`src/rtl/multiboot_arbiter.sv`:
```
// Reboot-request arbiter for the ICAP multiboot path: picks a source, confirms its hold, fires the reboot pulse.
// Optional watchdog reboot into slot 0 is enabled by defining MULTIBOOT_WDT_EN.
module multiboot_arbiter #(
    parameter int          NREQ           = 3,
    parameter int          NSLOT          = 3,
    parameter logic [23:0] SLOT0_ADDR     = 24'h000000,
    parameter logic [23:0] SLOT_STRIDE    = 24'h058000,
    parameter int          HOLD_CYCLES    = 16,
    parameter int          PULSE_CYCLES   = 8,
    parameter int          TIMEOUT_CYCLES = 1024,
    parameter int          WDT_CYCLES     = 1048576
) (
    input  logic              CLK,
    input  logic              MBT_RESET,
    input  logic [NREQ-1:0]   req,
    input  logic [3*NREQ-1:0] req_slot,
`ifdef MULTIBOOT_WDT_EN
    input  logic              wdt_kick,
`endif
    output logic [NREQ-1:0]   grant,
    output logic              busy,
    output logic [23:0]       spi_addr,
    output logic              mbt_reboot,
    output logic              err_slot,
    output logic              timeout
);

    typedef enum logic [1:0] {S_IDLE, S_ARM, S_PULSE, S_WAIT} state_t;

    localparam logic [31:0] HOLD_LAST    = 32'(HOLD_CYCLES - 1);
    localparam logic [31:0] PULSE_LAST   = 32'(PULSE_CYCLES - 1);
    localparam logic [31:0] TIMEOUT_LAST = 32'(TIMEOUT_CYCLES - 1);

    state_t          r_state, w_state_next;
    logic [NREQ-1:0] r_grant, w_grant_next;
    logic            r_busy, w_busy_next;
    logic [23:0]     r_addr, w_addr_next;
    logic            r_reboot, w_reboot_next;
    logic            r_err, w_err_next;
    logic            r_timeout, w_timeout_next;
    logic [31:0]     r_cnt, w_cnt_next;

    logic [2:0]      w_slot [NREQ];
    logic [2:0]      w_sel_slot;
    logic [NREQ-1:0] w_onehot;
    logic [23:0]     w_map_addr;
    logic            w_wdt_req;

    genvar gi;
    generate
        for (gi = 0; gi < NREQ; gi++) begin : g_slot
            assign w_slot[gi] = req_slot[3*gi +: 3];
        end
    endgenerate

    // Descending scan so the lowest set index is the one left standing.
    always_comb begin
        w_sel_slot = '0;
        w_onehot   = '0;
        for (int i = NREQ - 1; i >= 0; i--) begin
            if (req[i]) begin
                w_sel_slot  = w_slot[i];
                w_onehot    = '0;
                w_onehot[i] = 1'b1;
            end
        end
    end

    assign w_map_addr = SLOT0_ADDR + 24'(w_sel_slot) * SLOT_STRIDE;

`ifdef MULTIBOOT_WDT_EN
    localparam logic [19:0] WDT_LAST = 20'(WDT_CYCLES - 1);

    logic [19:0] r_wdt;
    logic        r_wdt_pend;
    logic        w_pend_clr;

    assign w_wdt_req  = r_wdt_pend | (r_wdt == WDT_LAST);
    assign w_pend_clr = (r_state == S_IDLE) && w_wdt_req;

    always_ff @(posedge CLK or posedge MBT_RESET) begin
        if (MBT_RESET) begin
            r_wdt      <= '0;
            r_wdt_pend <= 1'b0;
        end else begin
            if (w_pend_clr)
                r_wdt_pend <= 1'b0;
            else if (r_wdt == WDT_LAST)
                r_wdt_pend <= 1'b1;
            if (wdt_kick || r_busy)
                r_wdt <= '0;
            else if (r_wdt != WDT_LAST)
                r_wdt <= r_wdt + 20'd1;
        end
    end
`else
    assign w_wdt_req = 1'b0;
`endif

    always_comb begin
        w_state_next   = r_state;
        w_grant_next   = r_grant;
        w_addr_next    = r_addr;
        w_reboot_next  = r_reboot;
        w_err_next     = 1'b0;
        w_timeout_next = r_timeout;
        w_cnt_next     = r_cnt;
        case (r_state)
            S_IDLE: begin
                if (w_wdt_req) begin
                    // Watchdog reboot skips confirmation and always targets the golden image.
                    w_state_next   = S_PULSE;
                    w_reboot_next  = 1'b1;
                    w_addr_next    = SLOT0_ADDR;
                    w_grant_next   = '0;
                    w_timeout_next = 1'b0;
                    w_cnt_next     = '0;
                end else if (|req) begin
                    if ({29'd0, w_sel_slot} >= 32'(NSLOT)) begin
                        w_err_next = 1'b1;
                    end else begin
                        w_state_next   = S_ARM;
                        w_grant_next   = w_onehot;
                        w_addr_next    = w_map_addr;
                        w_timeout_next = 1'b0;
                        w_cnt_next     = '0;
                    end
                end
            end
            S_ARM: begin
                if (!(|(req & r_grant))) begin
                    w_state_next = S_IDLE;
                    w_grant_next = '0;
                end else if (r_cnt == HOLD_LAST) begin
                    w_state_next  = S_PULSE;
                    w_reboot_next = 1'b1;
                    w_cnt_next    = '0;
                end else begin
                    w_cnt_next = r_cnt + 32'd1;
                end
            end
            S_PULSE: begin
                if (r_cnt == PULSE_LAST) begin
                    w_state_next  = S_WAIT;
                    w_reboot_next = 1'b0;
                    w_cnt_next    = '0;
                end else begin
                    w_cnt_next = r_cnt + 32'd1;
                end
            end
            S_WAIT: begin
                if (r_cnt == TIMEOUT_LAST) begin
                    w_state_next   = S_IDLE;
                    w_timeout_next = 1'b1;
                    w_grant_next   = '0;
                end else begin
                    w_cnt_next = r_cnt + 32'd1;
                end
            end
            default: begin
                w_state_next  = S_IDLE;
                w_grant_next  = '0;
                w_reboot_next = 1'b0;
            end
        endcase
        w_busy_next = (w_state_next != S_IDLE);
    end

    always_ff @(posedge CLK or posedge MBT_RESET) begin
        if (MBT_RESET) begin
            r_state   <= S_IDLE;
            r_grant   <= '0;
            r_busy    <= 1'b0;
            r_addr    <= SLOT0_ADDR;
            r_reboot  <= 1'b0;
            r_err     <= 1'b0;
            r_timeout <= 1'b0;
            r_cnt     <= '0;
        end else begin
            r_state   <= w_state_next;
            r_grant   <= w_grant_next;
            r_busy    <= w_busy_next;
            r_addr    <= w_addr_next;
            r_reboot  <= w_reboot_next;
            r_err     <= w_err_next;
            r_timeout <= w_timeout_next;
            r_cnt     <= w_cnt_next;
        end
    end

    assign grant      = r_grant;
    assign busy       = r_busy;
    assign spi_addr   = r_addr;
    assign mbt_reboot = r_reboot;
    assign err_slot   = r_err;
    assign timeout    = r_timeout;

endmodule
```
`config.mk`:
```
export PLATFORM = sky130hd
export DESIGN_NAME = multiboot_arbiter
export DESIGN_NICKNAME = d
export VERILOG_FILES = /design/src/rtl/multiboot_arbiter.sv
export SDC_FILE = /design/constraint.sdc
export NUM_CORES = 1
export LEC_CHECK = 0
export ABC_AREA = 1
export BUFFER_PORTS_ARGS = -buffer_cell sky130_fd_sc_hd__buf_2
export CORE_AREA = 2 2 105 107
export DETAILED_ROUTE_END_ITERATION = 8
export DIE_AREA = 0 0 107 109
export SYNTH_ARGS = -nofsm -noshare
export SYNTH_HDL_FRONTEND = slang
export SYNTH_SLANG_ARGS = --single-unit
export TNS_END_PERCENT = 50
```
`constraint.sdc`:
```
create_clock -name CLK -period 3.6 [get_ports CLK]
set_clock_uncertainty 0.05 [all_clocks]
set_input_delay 0.18 -clock CLK [delete_from_list [all_inputs] [get_ports CLK]]
set_output_delay 0.18 -clock CLK [all_outputs]
set_load 0.03 [all_outputs]
```
# --- Word-level counts from Yosys, hierarchy flattened ---
# Index checks and enable logic that the tools add are counted.
word_totals:
  latch_bits: 0
  in_bits: 14
  memories: 0
  reg_bits: 48
  mem_bits_rw: 0
  out_inout_bits: 31
  mem_bits_ro: 0
  wordCells: 75
classes:
  div: 0
  reduce_logical: 12
  n_shift: 0
  mux: 36
  n_lt_le_gt_ge: 1
  n_bitwise: 2
  n_addsub: 1
  multipliers: 1
  eq_ne: 14
ops:
  columns: ["cell", "n"]
  rows:
  - ["two-way mux 32 bit", 6]
  - ["case mux 32 bit (4 select lines)", 1]
  - ["adder 32 x 1 -> 32 bit (second input constant)", 1]
  - ["equality test 32 x 10 -> 1 bit (second input constant)", 1]
  - ["equality test 32 x 3 -> 1 bit (second input constant)", 1]
  - ["equality test 32 x 4 -> 1 bit (second input constant)", 1]
  - ["two-way mux 3 bit", 10]
  - ["!= test 2 bit (second input constant)", 8]
  - ["two-way mux 2 bit", 6]
  - ["AND reduction 4 bit", 3]
  - ["two-way mux 1 bit", 9]
  - ["case mux 3 bit (3 select lines)", 1]
  - ["case mux 2 bit (4 select lines)", 1]
  - ["multiplier 3 x 4 -> 7 bit (second input constant)", 1]
  - ["nonzero test 2 bit", 3]
  - ["OR reduction 3 bit", 2]
  - ["AND reduction 5 bit", 1]
  - ["equality test 2 bit (second input constant)", 2]
  - ["case mux 1 bit (2 select lines)", 2]
  - ["AND 3 bit", 1]
  - [">= comparator 3 x 2 -> 1 bit (second input constant)", 1]
  - ["AND reduction 3 bit", 1]
  - ["nonzero test 3 bit", 1]
  - ["equality test 2 x 1 -> 1 bit (second input constant)", 1]
  - ["2 further kinds", 2]

# --- Longest topological paths before layout ---
depth:
  depth_word: 8
  ltp_mapped: 16
  mapped_depth_nobuf: 15

# --- Worst setup path before layout ---
# Ideal clock, no wire load.
synth_timing:
  path_kind: "input port to flip-flop"
  start: "input port req[1]"
  end: "register r_addr[19], in the netlist spi_addr[19]"
  setup_slack_ns: 1.726
  cell_stages: 14
  setup_time_ns: 0.117
  required_time_ns: 3.433
  n_path_buf: 0
  arrival_time_ns: 1.707
  cell_sequence: "inv_1 > nand2_1 > inv_1 > nand2_1 > nand2_1 > o21ai_0 > inv_1 > ha_1 > ha_1 > inv_1 > fa_1 > nand3b_1 > nand3_1 > nand2_1"
synth_between:
  elab_chain_len: 5
  elab_cells_between_ends: 7
  classes_between: "mul (1); order compare (1); mux (2); bitwise (1); reduce/logical (2)"
synth_rtl:
  columns: ["element", "line_no", "rtl"]
  rows:
  - ["from (decl)", "15", "input logic [NREQ-1:0] req,"]
  - ["branches (longest 5 deep; another with multiplier 3 x 4 -> 7 bit)", null, null]
  - ["to (signal assigned)", "183", "r_addr <= w_addr_next;"]
  - ["to (decl)", "37", "logic [23:0] r_addr, w_addr_next;"]
# Several ways; the timed one is not identified.
# A chain may end at the register's enable or synchronous reset.

# --- Worst setup path after layout ---
layout_timing:
  start: "register r_state[1]"
  end: "register r_cnt[8]"
layout_between:
  elab_chain_len: 3
  elab_cells_between_ends: 10
  classes_between: "eq/ne (7); mux (1); reduce/logical (2)"
layout_rtl:
  columns: ["element", "line_no", "rtl"]
  rows:
  - ["from (decl)", "34", "state_t r_state, w_state_next;"]
  - ["from (signal assigned)", "180", "r_state <= w_state_next;"]
  - ["equality test 2 bit, or another cell as far along", "108", "case (r_state)"]
  - ["!= test 2 bit (no line)", null, null]
  - ["AND reduction 4 bit (no line)", null, null]
  - ["to (signal assigned)", "187", "r_cnt <= w_cnt_next;"]
  - ["to (decl)", "41", "logic [31:0] r_cnt, w_cnt_next;"]
# Several ways; a longest one is shown, not always the timed one.

==> run metrics <==
status finished, final reports clean; Seq/Total Area, Yosys about 33%; number of DRC markers in iteration 0 136; reg-to-reg slack, setup 1.14 ns; drt wl/cell between 10 and 15 um; global-route wire length before repair 14.8 mm; Setup CP Type flip-flop to flip-flop; H-tree Lvls 2; Die X-Extent 107 um; layout cells sized above 1 9.52%; Netlist cell types 31; Hold Crit Class input pin to async pin; hold_buf cts 0; Initial Util ~34%; Least-Margin Pin Slew approximately 1.0 ns; worst r2r src r_state[1]; max incr delay on CP 0.84 ns; GPL Wtd Cong approximately 0.92; I/O pins 45; cts bufs inserted 5; Peak Freq 0.407 GHz; number of flops mapped to enable cells by yosys 0; global route overflow 0; Startpoint Class flip-flop; dpl hpwl 6.41 mm; antenna-violating nets left 0; WP data arrival 2.60 ns; Setup WS pre-CTS approximately 1.0 ns; CTS tree yes; final setup fails 0; initial antenna violation count 0; CP Capture Type flip-flop; Crit Path Max Fanout 49; PortBufs 27; cells on worst reg2reg path 5; VDD IR max 0.138 mV; final worst slack around 1.1 ns; clk_lat worst skew 0.31 ns; vias per cell 4.64; register bit total from synthesis 48; Post-Syn Area roughly 0.0036 mm2; CTS resizes 0; critical path's slowest cell dfrtp_1; Ant. Diodes 0; critical path data required time 3.75 ns; syn avg cell area between 6 and 7 um2; minimum clock period 2.46 ns; Setup TNS 0 ns; # Post-CTS Setup Buffers 0; CTS root buf clkbuf_8; Pwr Density 269 mW/mm2; Post-route DRC 0; Tcrit/Tclk final a little under 70%; first-pass iteration count of the detailed router 5; Max Cap Viol 0; Cells after Synth 556; Slew Limit Fails 0; FF-to-FF End r_cnt[8]; GR Util All Layers 15.7%; Rel. slew slack 30.2%; crit path cell chain nor2_1 > nand4_1 > nand3_4 > inv_2 > o21ai_0; Clk pin slew, worst setup/hold paths 0.10 ns; die area between 0.01 and 0.015 mm2; number of global-route vias before repair 3223; Cell Rows 38; Post-Route WL 8.61 mm; Leak 1.87 nW; Ys Warns 0; RSZ-0062 raised after global routing no; clock buffer depth 2; crit path from r_state[1]; CTS sink count 48; Top FF cell, synth dfrtp_1; CORE AREA 0.0106 mm2; DR vias 3330; Async SR Flop Fraction 100%; largest net degree at the start of global routing 50; Final Hold Fails 0; Die Y roughly 110 um; area grow syn2layout 8.09%; Final nets approximately 600
==> routing by layer <==
layer,share of wire (%),up-vias,routed length (um),track usage [%]
met1,47,1500,4010,20.1
met2,47,76,4020,26.9
met4,2.2,0,188,5.19
met3,4.6,13,396,2.81
li1,-,1741,-,-
met5,0,-,0,0
==> final cells by class <==
cell class	count	area (um2)
fillers	1129	6720
clock inverters	2	38.8
well taps	140	175
inverters	59	221
flip-flops and latches	48	1200
multi-input cells	435	2020
clock buffers	6	82.6
repair buffers	28	143
==> cells in the mapped netlist (2+ instances only) <==
cell      count  share of area (%)
buf_6         3               0.94
nand3b_1      2               0.42
o21ai_2       4               0.98
buf_4        19                4.0
nand2_1     211                 22
nand4_1       3               0.52
dfrtp_1      48                 33
inv_1        55                5.8
ha_1          7                2.4
buf_2         2               0.28
a21oi_1      13                1.8
xor2_1       13                3.2
inv_2         4               0.42
o211ai_1     10                2.1
nor2_4        2               0.63
nor2_2        4               0.70
nand2_2       2               0.35
clkbuf_1      6               0.63
nor2_1       71                7.4
o21ai_0      29                4.0
nand3_1      37                5.2
o21ai_1       2               0.28
==> worst max-delay path, delay by kind of cell (launching register included) <==
family,cells,cell delay (ns)
AND/OR/NAND/NOR,3,0.89
flip-flops,1,0.84
buffers and inverters,1,0.43
AO/OA/AOI/OAI,1,0.13
==> report_power, final <==
group | total [W] | switching [W] | internal [W]
clock | 0.000427 | 0.000200 | 0.000228
sequential | 0.000539 | 0 | 0.000539
combinational | 0.0000792 | 0.0000601 | 0.0000190
total | 0.00105 | 0.000260 | 0.000785
==> placed cells by master, fill, tap and decap left out, drive strengths merged, types with 6 or more instances in the layout <==
cell / count
inv: 59
o211ai: 10
xor2: 13
o21ai: 35
buf: 28
nor2: 77
clkbuf: 6
nand2: 213
nand3: 39
ha: 7
dfrtp: 48
a21oi: 13
conb: 17
==> worst max path at each step <==
stage                     depth (start not counted)  slack (ns)            to
final                                             5        1.14      r_cnt[8]
after CTS                                         5        1.16      r_cnt[8]
after floorplan                                  14        1.73  spi_addr[19]
after global routing                              6        0.93      r_cnt[8]
after detailed placement                         13        1.04      r_cnt[8]
after global placement                           13        1.10      r_cnt[8]
==> registers in the layout, indices dropped and copies added, names as in the netlist <==
| register | flops |
|---|---|
| timeout | 1 |
| spi_addr | 7 |
| r_state | 2 |
| r_cnt | 32 |
| grant | 3 |
| err_slot | 1 |
| busy | 1 |
| mbt_reboot | 1 |
==> kinds of logic after synthesis <==
family                     count (synthesis)  share of synthesized area (%)
AOI/OAI and AO/OA                         61                           9.86
and+or+nand+nor                          335                           38.2
buffers and inverters                     89                           12.0
adders and majority gates                  8                           3.00
xor gates and xnor gates                  14                           3.42
other                                      1                          0.104
DFF                                       48                           33.5
==> through the flow <==
| step | std cells | hold WS (ns) | instance area (um2) | total power [W] | utilization [%] |
|---|---|---|---|---|---|
| 3_3_place_gp | 710 | 0.411 | 3760 | 0.000628 | 35.4 |
| 3_5_place_dp | 710 | 0.418 | 3760 | 0.000629 | 35.4 |
| 2_1_floorplan | 572 | 0.289 | 3650 | 0.000624 | - |
| 5_1_grt | 718 | 0.162 | 3880 | 0.00109 | 36.6 |
| 4_1_cts | 718 | 0.120 | 3880 | 0.00106 | 36.6 |
| 6_report | 718 | 0.0708 | 3880 | 0.00105 | 36.6 |
No activity file was read; power rests on OpenSTA's default activity.
